==> src/rtl/vga_pkg.sv <==
// vga_pkg: shared constants and helpers for the VGA raster timing generator.
//   - Default 640x480@60 timing (100 MHz clock, 25 MHz pixel rate).
//   - h_total / v_total: full line / frame length from the four timing fields.
//   - FRAME_CNT_W: width of the optional frame counter (VGA_FRAME_CNT_EN).
package vga_pkg;

    localparam int unsigned DEF_PIX_DIV  = 4;
    localparam int unsigned DEF_H_ACTIVE = 640;
    localparam int unsigned DEF_H_FP     = 16;
    localparam int unsigned DEF_H_SYNC   = 96;
    localparam int unsigned DEF_H_BP     = 48;
    localparam int unsigned DEF_V_ACTIVE = 480;
    localparam int unsigned DEF_V_FP     = 10;
    localparam int unsigned DEF_V_SYNC   = 2;
    localparam int unsigned DEF_V_BP     = 33;
    localparam int unsigned DEF_CNT_W    = 11;

    localparam int unsigned FRAME_CNT_W  = 16;

    function automatic int unsigned h_total(input int unsigned active, input int unsigned fp,
                                            input int unsigned sync, input int unsigned bp);
        return active + fp + sync + bp;
    endfunction

    function automatic int unsigned v_total(input int unsigned active, input int unsigned fp,
                                            input int unsigned sync, input int unsigned bp);
        return active + fp + sync + bp;
    endfunction

endpackage

==> src/rtl/vga_timing_gen_pix_clk_en.sv <==
// pix_clk_en: pixel-rate clock enable derived from the system clock.
//   clk    : system clock
//   clr    : synchronous active-high reset
//   pix_en : high for one clk cycle in every PIX_DIV, first in the PIX_DIV-th cycle after reset
module pix_clk_en #(
    parameter int unsigned PIX_DIV = 4
) (
    input  logic clk,
    input  logic clr,
    output logic pix_en
);

    localparam int unsigned DivW = (PIX_DIV > 1) ? $clog2(PIX_DIV) : 1;
    localparam logic [DivW-1:0] DivMax = DivW'(PIX_DIV - 1);

    logic [DivW-1:0] div_q, div_d;
    logic            pix_en_q, pix_en_d;

    // The strobe is registered, so it is raised when the divider is about to reach its last
    // phase; with PIX_DIV=1 the divider never moves and the strobe stays high.
    always_comb begin
        div_d    = (div_q == DivMax) ? '0 : div_q + 1'b1;
        pix_en_d = (div_d == DivMax);
    end

    always_ff @(posedge clk) begin
        if (clr) begin
            div_q    <= '0;
            pix_en_q <= 1'b0;
        end else begin
            div_q    <= div_d;
            pix_en_q <= pix_en_d;
        end
    end

    assign pix_en = pix_en_q;

endmodule

==> src/rtl/vga_timing_gen.sv <==
// vga_timing_gen: parametrised VGA raster timing generator on the system clock.
//   clk, clr    : system clock, synchronous active-high reset
//   pix_en      : pixel strobe (one clk cycle every PIX_DIV)
//   hc, vc      : pixel / line index, 0 = first active pixel / line
//   hsync/vsync : sync pulses with active levels HS_POL / VS_POL
//   vidon       : inside the visible area
//   line_start  : one-clk pulse on the first cycle showing hc = 0
//   frame_start : one-clk pulse on the first cycle showing hc = 0, vc = 0
//   frame_cnt   : 16-bit wrapping frame counter, present only when VGA_FRAME_CNT_EN is defined
module vga_timing_gen
    import vga_pkg::*;
#(
    parameter int unsigned PIX_DIV  = DEF_PIX_DIV,
    parameter int unsigned H_ACTIVE = DEF_H_ACTIVE,
    parameter int unsigned H_FP     = DEF_H_FP,
    parameter int unsigned H_SYNC   = DEF_H_SYNC,
    parameter int unsigned H_BP     = DEF_H_BP,
    parameter int unsigned V_ACTIVE = DEF_V_ACTIVE,
    parameter int unsigned V_FP     = DEF_V_FP,
    parameter int unsigned V_SYNC   = DEF_V_SYNC,
    parameter int unsigned V_BP     = DEF_V_BP,
    parameter bit          HS_POL   = 1'b0,
    parameter bit          VS_POL   = 1'b0,
    parameter int unsigned CNT_W    = DEF_CNT_W
) (
    input  logic             clk,
    input  logic             clr,
    output logic             pix_en,
    output logic [CNT_W-1:0] hc,
    output logic [CNT_W-1:0] vc,
    output logic             hsync,
    output logic             vsync,
    output logic             vidon,
    output logic             line_start,
    output logic             frame_start
`ifdef VGA_FRAME_CNT_EN
    ,
    output logic [FRAME_CNT_W-1:0] frame_cnt
`endif
);

    localparam int unsigned HTotal = h_total(H_ACTIVE, H_FP, H_SYNC, H_BP);
    localparam int unsigned VTotal = v_total(V_ACTIVE, V_FP, V_SYNC, V_BP);

    localparam logic [CNT_W-1:0] HLast   = CNT_W'(HTotal - 1);
    localparam logic [CNT_W-1:0] VLast   = CNT_W'(VTotal - 1);
    localparam logic [CNT_W-1:0] HActive = CNT_W'(H_ACTIVE);
    localparam logic [CNT_W-1:0] VActive = CNT_W'(V_ACTIVE);
    localparam logic [CNT_W-1:0] HsStart = CNT_W'(H_ACTIVE + H_FP);
    localparam logic [CNT_W-1:0] HsStop  = CNT_W'(H_ACTIVE + H_FP + H_SYNC);
    localparam logic [CNT_W-1:0] VsStart = CNT_W'(V_ACTIVE + V_FP);
    localparam logic [CNT_W-1:0] VsStop  = CNT_W'(V_ACTIVE + V_FP + V_SYNC);

    logic [CNT_W-1:0] hc_q, hc_d, vc_q, vc_d;
    logic             hsync_q, hsync_d, vsync_q, vsync_d, vidon_q, vidon_d;
    logic             line_start_q, line_start_d, frame_start_q, frame_start_d;
`ifdef VGA_FRAME_CNT_EN
    logic [FRAME_CNT_W-1:0] frame_cnt_q, frame_cnt_d;
`endif

    pix_clk_en #(
        .PIX_DIV (PIX_DIV)
    ) u_pix_clk_en (
        .clk    (clk),
        .clr    (clr),
        .pix_en (pix_en)
    );

    // Decodes are taken from the next counter values so that sync/vidon register on the
    // same edge as the position they describe.
    always_comb begin
        hc_d          = hc_q;
        vc_d          = vc_q;
        hsync_d       = hsync_q;
        vsync_d       = vsync_q;
        vidon_d       = vidon_q;
        line_start_d  = 1'b0;
        frame_start_d = 1'b0;

        if (pix_en) begin
            if (hc_q == HLast) begin
                hc_d = '0;
                vc_d = (vc_q == VLast) ? '0 : vc_q + 1'b1;
            end else begin
                hc_d = hc_q + 1'b1;
            end
            hsync_d       = (hc_d >= HsStart && hc_d < HsStop) ? HS_POL : ~HS_POL;
            vsync_d       = (vc_d >= VsStart && vc_d < VsStop) ? VS_POL : ~VS_POL;
            vidon_d       = (hc_d < HActive) && (vc_d < VActive);
            line_start_d  = (hc_d == '0);
            frame_start_d = (hc_d == '0) && (vc_d == '0);
        end
    end

`ifdef VGA_FRAME_CNT_EN
    always_comb begin
        frame_cnt_d = frame_cnt_q;
        if (frame_start_d) begin
            frame_cnt_d = frame_cnt_q + 1'b1;
        end
    end
`endif

    // Reset parks the raster on the last pixel of the frame (inside both back porches), so
    // the first pixel strobe lands on (0,0).
    always_ff @(posedge clk) begin
        if (clr) begin
            hc_q          <= HLast;
            vc_q          <= VLast;
            hsync_q       <= ~HS_POL;
            vsync_q       <= ~VS_POL;
            vidon_q       <= 1'b0;
            line_start_q  <= 1'b0;
            frame_start_q <= 1'b0;
`ifdef VGA_FRAME_CNT_EN
            frame_cnt_q   <= '0;
`endif
        end else begin
            hc_q          <= hc_d;
            vc_q          <= vc_d;
            hsync_q       <= hsync_d;
            vsync_q       <= vsync_d;
            vidon_q       <= vidon_d;
            line_start_q  <= line_start_d;
            frame_start_q <= frame_start_d;
`ifdef VGA_FRAME_CNT_EN
            frame_cnt_q   <= frame_cnt_d;
`endif
        end
    end

    assign hc          = hc_q;
    assign vc          = vc_q;
    assign hsync       = hsync_q;
    assign vsync       = vsync_q;
    assign vidon       = vidon_q;
    assign line_start  = line_start_q;
    assign frame_start = frame_start_q;
`ifdef VGA_FRAME_CNT_EN
    assign frame_cnt   = frame_cnt_q;
`endif

endmodule

==> config.mk <==
export PLATFORM = sky130hd
export DESIGN_NAME = vga_timing_gen
export DESIGN_NICKNAME = d
export VERILOG_FILES = /design/src/rtl/vga_pkg.sv /design/src/rtl/vga_timing_gen_pix_clk_en.sv /design/src/rtl/vga_timing_gen.sv
export SDC_FILE = /design/constraint.sdc
export NUM_CORES = 1
export LEC_CHECK = 0
export ABC_CLOCK_PERIOD_IN_PS = 6400
export CAP_MARGIN = 20
export CORE_MARGIN = 2
export CORE_UTILIZATION = 40
export DETAILED_ROUTE_END_ITERATION = 8
export PLACE_DENSITY = 0.64
export SYNTH_ARGS = -nofsm -noshare
export SYNTH_HDL_FRONTEND = slang
export SYNTH_HIERARCHICAL = 1
export SYNTH_SLANG_ARGS = --single-unit
==> constraint.sdc <==
create_clock -name clk -period 6.4 [get_ports clk]
set_clock_uncertainty 0.15 [all_clocks]
set_input_delay 1.6 -clock clk [delete_from_list [all_inputs] [get_ports clk]]
set_output_delay 1.6 -clock clk [all_outputs]
set_load 0.05 [all_outputs]
After elaboration in Yosys (flattened, before gate mapping). Index checks and enable logic that the tools add are counted.

Logic and storage cells: 38. Flip-flop bits (word level): 30. Output and inout bits: 28. Bits of input ports: 2.

Reductions and logical operators: 7. Order comparisons: 6. Mux-type cells: 8. Equality and inequality tests: 4. $add $sub $neg: 3. Bitwise gates (word level): 1.

Operators with widths (count): 11-bit 2-to-1 mux (5); 11-bit by 1-bit adder with 11-bit output (second input constant) (2); 11-bit by 10-bit equality test with 1-bit output (second input constant) (2); 11-bit logical NOT (2); 11-bit by 10-bit less-than comparator with 1-bit output (second input constant) (2); 11-bit by 9-bit less-than comparator with 1-bit output (second input constant) (2); 11-bit by 10-bit greater-or-equal comparator with 1-bit output (second input constant) (1); 11-bit by 9-bit greater-or-equal comparator with 1-bit output (second input constant) (1); 2-bit equality test (second input constant) (2); 1-bit logical AND (4); 2-bit by 1-bit adder with 2-bit output (second input constant) (1); 1-bit 2-to-1 mux (2); 2-bit 2-to-1 mux (1); 2-bit OR reduction (1); 1-bit NOT (1).

Longest topological paths before layout. Gate-level depths: netlist (run 1).

Word-level depth: 7. Depth in mapped cells: 9. Gate-level depth less buffers: 8.

Hierarchy. Netlist (run 1), hierarchy kept.

Modules (own cells, without submodules): vga_timing_gen (cells each 257, seq. area each 540.5 um2, times used 1, area an instance 1895.6 um2); pix_clk_en (cells each 9, seq. area each 60.1 um2, times used 1, area an instance 108.9 um2).

Worst setup path after synthesis (run 1). OpenSTA, ideal clock, no wires.

Path kind: register to register. Start: register hc_q[5], in the netlist hc[5]. End: register vidon_q, in the netlist vidon. Data required time: 6.133 ns. Slack: 3.564 ns. Period minus slack after synthesis: 2.836 ns. Stages on the path, launching flop included: 8. Setup time: 0.117 ns. Path buffers: 2. Data arrival time: 2.568 ns. Path through: dfxtp_1 > buf_6 > or4_4 > buf_6 > or3_4 > or4_1 > and3_1 > a32o_1.

Cells in the longest elaborated chain, start to end: 5. Elaborated cells on any way between the ends: 9. Classes of those cells: add/sub: 1; order compare: 2; eq/ne: 1; mux: 4; reduce/logical: 1.

RTL lines: from (decl) (line vga_timing_gen.sv:54) `logic [CNT_W-1:0] hc_q, hc_d, vc_q, vc_d;`; from (signal assigned) (line vga_timing_gen.sv:108) `hc_q <= HLast;`; 11-bit by 1-bit adder with 11-bit output or 11-bit by 10-bit equality test with 1-bit output (tied branches) (line vga_timing_gen.sv:85, vga_timing_gen.sv:81); 11-bit 2-to-1 mux (line vga_timing_gen.sv:81) `if (hc_q == HLast) begin`; 11-bit 2-to-1 mux (line vga_timing_gen.sv:80) `if (pix_en) begin`; 11-bit by 10-bit less-than comparator with 1-bit output or 11-bit by 9-bit less-than comparator with 1-bit output (tied branches) (line vga_timing_gen.sv:89) `vidon_d = (hc_d < HActive) && (vc_d < VActive);`; 1-bit logical AND (*) (line vga_timing_gen.sv:89); to (signal assigned) (line vga_timing_gen.sv:123) `vidon_q <= vidon_d;`; to (decl) (line vga_timing_gen.sv:55) `logic hsync_q, hsync_d, vsync_q, vsync_d, vidon_q, vidon_d;`.

Mark *: on every way between the ends. The rest lies on a longest branch, timed or not. The select of a mux whose other input is x is not followed. A chain may end at the register's enable or synchronous reset.

Worst setup path in the final report (run 1).
Start: register hc_q[5], in the netlist hc[5]. End: output hc[5].

RTL lines: to (decl) (line vga_timing_gen.sv:29) `output logic [CNT_W-1:0] hc,`.

No word-level cell between the ends.

==> results of run 1 <==
-- where the power goes --
part	total [mW]	switching, mW	leakage, nW	internal, mW
Combinational	0.160	0.108	0.536	0.0520
Sequential	0.208	0.0134	0.243	0.194
Clock	0.163	0.0761	0.0482	0.0868
Total	0.530	0.197	0.827	0.333
-- per-stage QoR --
step | util | worst slack (ns) | hold WS [ns] | instance area (um^2) | std cells
CTS | 0.496 | 2.75 | 0.314 | 2370 | 347
floorplan | - | 3.56 | 0.283 | 2000 | 266
global placement | 0.477 | 3.09 | 0.301 | 2280 | 339
finish | 0.496 | 2.76 | 0.312 | 2370 | 347
global route | 0.496 | 2.67 | 0.336 | 2370 | 347
detailed placement | 0.477 | 3.06 | 0.304 | 2280 | 339
-- area by class of cell --
type                            count  area (um^2)  area share
Clock buffer                        7         86.3      0.0364
Clock inverter                      1         5.00     0.00211
Inverter                            8         30.0      0.0126
Multi-Input combinational cell    203         1260       0.532
Sequential cell                    30          601       0.253
Tap cell                           67         83.8      0.0353
Timing Repair Buffer               31          305       0.129
-- cell usage in the layout, fill, tap and decap left out, drive strengths merged, types with 4 or more instances in the layout --
cell           count
nor3              12
nand4              9
ha                 5
and3               9
inv                8
a211o              5
nand2             22
clkdlybuf4s50     29
nand3             14
nor2              22
o21ai             14
xnor2              7
nor4              15
clkbuf             7
a21oi             14
o31ai              4
xor2               9
a31oi              4
dfxtp             30
-- routing by layer --
metal	wire length, um	track usage	vias to the layer above
met1	2570	0.275	902
met4	22	0.0476	0
met5	0	0	-
li1	-	-	994
met3	202	0.0361	2
met2	2140	0.265	42
-- cell families (layout without fill, tap and decap cells) --
logic type | count (synthesis) | after routing | synth area share
AND/OR/NAND/NOR | 126 | 126 | 0.346
flip-flops | 30 | 30 | 0.300
buffers and inverters | 33 | 47 | 0.0699
AO/OA/AOI/OAI | 56 | 56 | 0.183
adder cells (fa/ha/maj) | 5 | 5 | 0.0312
XOR/XNOR | 16 | 16 | 0.0699
-- final timing paths --
check                                           start                    end  cells past startpoint
worst min-delay path            u_pix_clk_en/div_q[0]  u_pix_clk_en/div_q[0]                      1
worst min register to register  u_pix_clk_en/div_q[0]  u_pix_clk_en/div_q[0]                      1
worst max-delay path                            hc[5]                  hc[5]                      1
worst max register to register                  hc[0]                  vc[9]                      6
==> impl_metrics.yaml, run 1 <==
run_status:
  status: "complete, no violations"
sta:
  clock.fmax_mhz: 275
  fin_crit_ns: 3.64
  rsz0062_at_grt: "false"
  fin_tns_setup_ns: 0
  finalSetupViolations: 0
  slew_headroom: 0.453
  drv_slew: 0
  hold_viol: 0
  worst_pin_slew_ns: 0.813
  fin_crit_sh: 0.569
critical_path:
  critPathTopFamily: "buffers and inverters"
  slowest_stage: "clkdlybuf4s50_1"
  path_class: "reg2out"
  slowest_delay_ns: 0.92
  cp_data_arrival_time_ns: 1.89
  rrSetupSlack_ns: 3.22
  crit_path_max_fanout: 18
  startpoint_type: "register"
  crit_required_ns: 4.65
  crit_chain: "clkdlybuf4s50_1"
  end_kind: "output pin"
  critPathBufInv: 1
power:
  power_uw: 530
  vdd_drop_max_uv: 158
  leakage_nw: 0.827
  powerDensity_nw_per_um2: 223
clock_network:
  postCtsHoldBufs: 0
  cts_tree: "built"
  cts.clk_slew.worst_paths_ns: 0.07
  clock_sinks: 30
  cts_root_buf: "clkbuf_8"
  postCtsSetupRepairBufs: 0
  cts_buffer_depth: 2
  htreeDepth: 2
  clk_latency_ns: 0.28
  post_cts_resized: 0
  numCtsBuffers: 5
floorplanning:
  core.rowCount: 25
  ios: 30
  fp.dieArea_um2: 5590
  die_y_um: 74.8
  fp.coreArea_um2: 4790
  dieWidth_um: 74.8
  initial_core_util: 0.419
finish:
  syn2layout_area_growth_pct: 18.5
  n_antenna_cell: 0
  fillers: 493
  finalNetCount: 286
  drive_above_1_share: 0.0571
global_route:
  grt_start_max_net_pins: 34
  overflow: 0
  grtUsageTotal: 0.182
  grt_first_pass_wirelength_um: 7850
  grt_pass1_vias: 1581
  grt_antenna_before_repair: 0
min_path:
  hold_class: "reg2reg"
routing:
  drc: 0
  dr.pass1.iters: 4
  via_count: 1940
  routed_via_density: 5.59
  antenna_left: 0
  wl_um: 4930
  wire_per_inst_um: 14.2
  drt_iter0_drc: 172
place:
  post-dp-hpwl_um: 3280
  port-buffer-count: 29
  place_congestion: 0.813
synthesis:
  synth_edf_count: 0
  synth.avg_cell_area_um2: 7.54
  ys_top_cells_by_area: "dfxtp_1, nor4_1, nand2_1"
  synth_warnings: 6
  ys_types: 48
  synth_area_leader_cell: "dfxtp_1"
  async_flop_share: 0
  yosysMostFrequentCell: "dfxtp_1"
  yosysTopAreaCellShare: 0.300
  syn_nets: 273
  seq_area_frac_synth: 0.300
  synth-main-ff-cell: "dfxtp_1"
  ys_ff_latch: 30
  ys_top_cells_by_count: "dfxtp_1, nand2_1, nor2_1"
  syn-cell-area_um2: 2000
  synthCells: 266
job:
  cap_violations: 0
Note: power is estimated with default switching activity, not from simulation.
==> run 2, diff against run 1 <==
--- a/config.mk
+++ b/config.mk
@@ -5,12 +5,12 @@
 export SDC_FILE = /design/constraint.sdc
 export NUM_CORES = 1
 export LEC_CHECK = 0
-export ABC_CLOCK_PERIOD_IN_PS = 6400
+export ABC_CLOCK_PERIOD_IN_PS = 3200
 export CAP_MARGIN = 20
 export CORE_MARGIN = 2
 export CORE_UTILIZATION = 40
 export DETAILED_ROUTE_END_ITERATION = 8
-export PLACE_DENSITY = 0.64
+export PLACE_DENSITY = 0.66
 export SYNTH_ARGS = -nofsm -noshare
 export SYNTH_HDL_FRONTEND = slang
 export SYNTH_HIERARCHICAL = 1
==> constraint.sdc (replaced) <==
create_clock -name clk -period 3.2 [get_ports clk]
set_clock_uncertainty 0.15 [all_clocks]
set_input_delay 0.8 -clock clk [delete_from_list [all_inputs] [get_ports clk]]
set_output_delay 0.8 -clock clk [all_outputs]
set_load 0.05 [all_outputs]
==> impl_metrics.yaml, run 2 (synthesis gave the netlist of run 1 again) <==
finish:
  fillers: 485
  drive_above_1_share: 0.0900
  n_antenna_cell: 0
  layout_common_cells: "dfxtp_1, clkdlybuf4s50_1, nand2_1, nor2_1"
  fin_cells: 356
  utilization: 0.514
  layout_commonest_cell: "dfxtp_1"
  finalNetCount: 295
  final_area_um2: 2460
  syn2layout_area_growth_pct: 22.7
min_path:
  hold_class: "reg2reg"
critical_path:
  critPathBufInv: 0
  crit_path_max_fanout: 13
  cp_data_arrival_time_ns: 2.91
  slowest_delay_ns: 0.58
  crit_chain: "ha_1, nand4_1, or3_4, o31a_1, a31oi_1, a21boi_1, o2111a_1"
  crit_required_ns: 3.29
  path_class: "reg2reg"
  critPathTopFamily: "compound AO/OA/AOI/OAI gates"
  slowest_stage: "or3_4"
  rrSetupSlack_ns: 0.38
  startpoint_type: "register"
  end_kind: "register"
power:
  vdd_drop_max_uv: 211
  power_mw: 1.13
  powerDensity_nw_per_um2: 460
  leakage_nw: 0.881
global_route:
  grtUsageTotal: 0.191
  grt_first_pass_wirelength_um: 8180
  grt_start_max_net_pins: 34
  grt_antenna_before_repair: 0
  grt_pass1_vias: 1715
  overflow: 0
sta:
  hold_viol: 0
  clock.fmax_mhz: 354
  worst_pin_slew_ns: 0.744
  fin_crit_sh: 0.882
  drv_slew: 0
  fin_hold_ws_ns: 0.326
  fin_crit_ns: 2.82
  slew_headroom: 0.499
  fin_tns_setup_ns: 0
  finalSetupViolations: 0
  rsz0062_at_grt: "false"
  fin_ws_ns: 0.376
clock_network:
  cts_buffer_depth: 2
  numCtsBuffers: 5
  postCtsSetupRepairBufs: 0
  cts.clk_slew.worst_paths_ns: 0.07
  clock_sinks: 30
  postCtsHoldBufs: 0
  htreeDepth: 2
  clk_latency_ns: 0.29
  post_cts_resized: 0
  cts_tree: "built"
  cts_root_buf: "clkbuf_8"
floorplanning:
  fp.coreArea_um2: 4790
  dieWidth_um: 74.8
  core.rowCount: 25
  ios: 30
  fp.dieArea_um2: 5590
  die_y_um: 74.8
  initial_core_util: 0.419
routing:
  wl_um: 5000
  antenna_left: 0
  via_count: 1974
  routed_via_density: 5.54
  drc: 0
  wire_per_inst_um: 14.1
  drt_iter0_drc: 174
  dr.pass1.iters: 4
job:
  cap_violations: 0
place:
  place_ws_ns: 0.406
  post-dp-hpwl_um: 3560
  dp_cells: 348
  postPlaceCellArea_um2: 2350
  place_congestion: 0.894
  port-buffer-count: 29
run_status:
  status: "complete, no violations"
## run 2: routing by layer
metal,vias to the layer above,routed length (um),part of all wire,global-route usage
met5,-,0,0,0
met4,0,75,0.015,0.0734
met1,912,2540,0.51,0.278
met3,5,225,0.045,0.0455
met2,45,2170,0.43,0.271
li1,1012,-,-,-
## run 2: area by class of cell
class	instances	area [um^2]	share of cell area
Clock buffer	5	68.8	0.0280
Clock inverter	3	40.0	0.0163
Inverter	8	30.0	0.0122
Multi-Input combinational cell	203	1260	0.514
Sequential cell	30	601	0.244
Tap cell	67	83.8	0.0341
Timing Repair Buffer	40	373	0.152
## run 2: worst register-to-register path: cells and delay by family (launching register included)
| family | cells | cell delay (ns) |
|---|---|---|
| fa+ha+maj | 1 | 0.28 |
| simple gates | 2 | 0.92 |
| flops | 1 | 0.42 |
| compound gates | 4 | 1.00 |
## run 2: path summary, 6_finish.rpt
kind | from | to | depth (start not counted)
worst max register to register | hc[0] | frame_start | 7
worst min register to register | u_pix_clk_en/div_q[0] | u_pix_clk_en/div_q[0] | 1
worst max-delay path | hc[0] | frame_start | 7
worst min-delay path | u_pix_clk_en/div_q[0] | u_pix_clk_en/div_q[0] | 1
## run 2: power by group
group	switching [mW]	internal (mW)
combinational	0.216	0.122
sequential	0.0223	0.389
clock	0.154	0.229
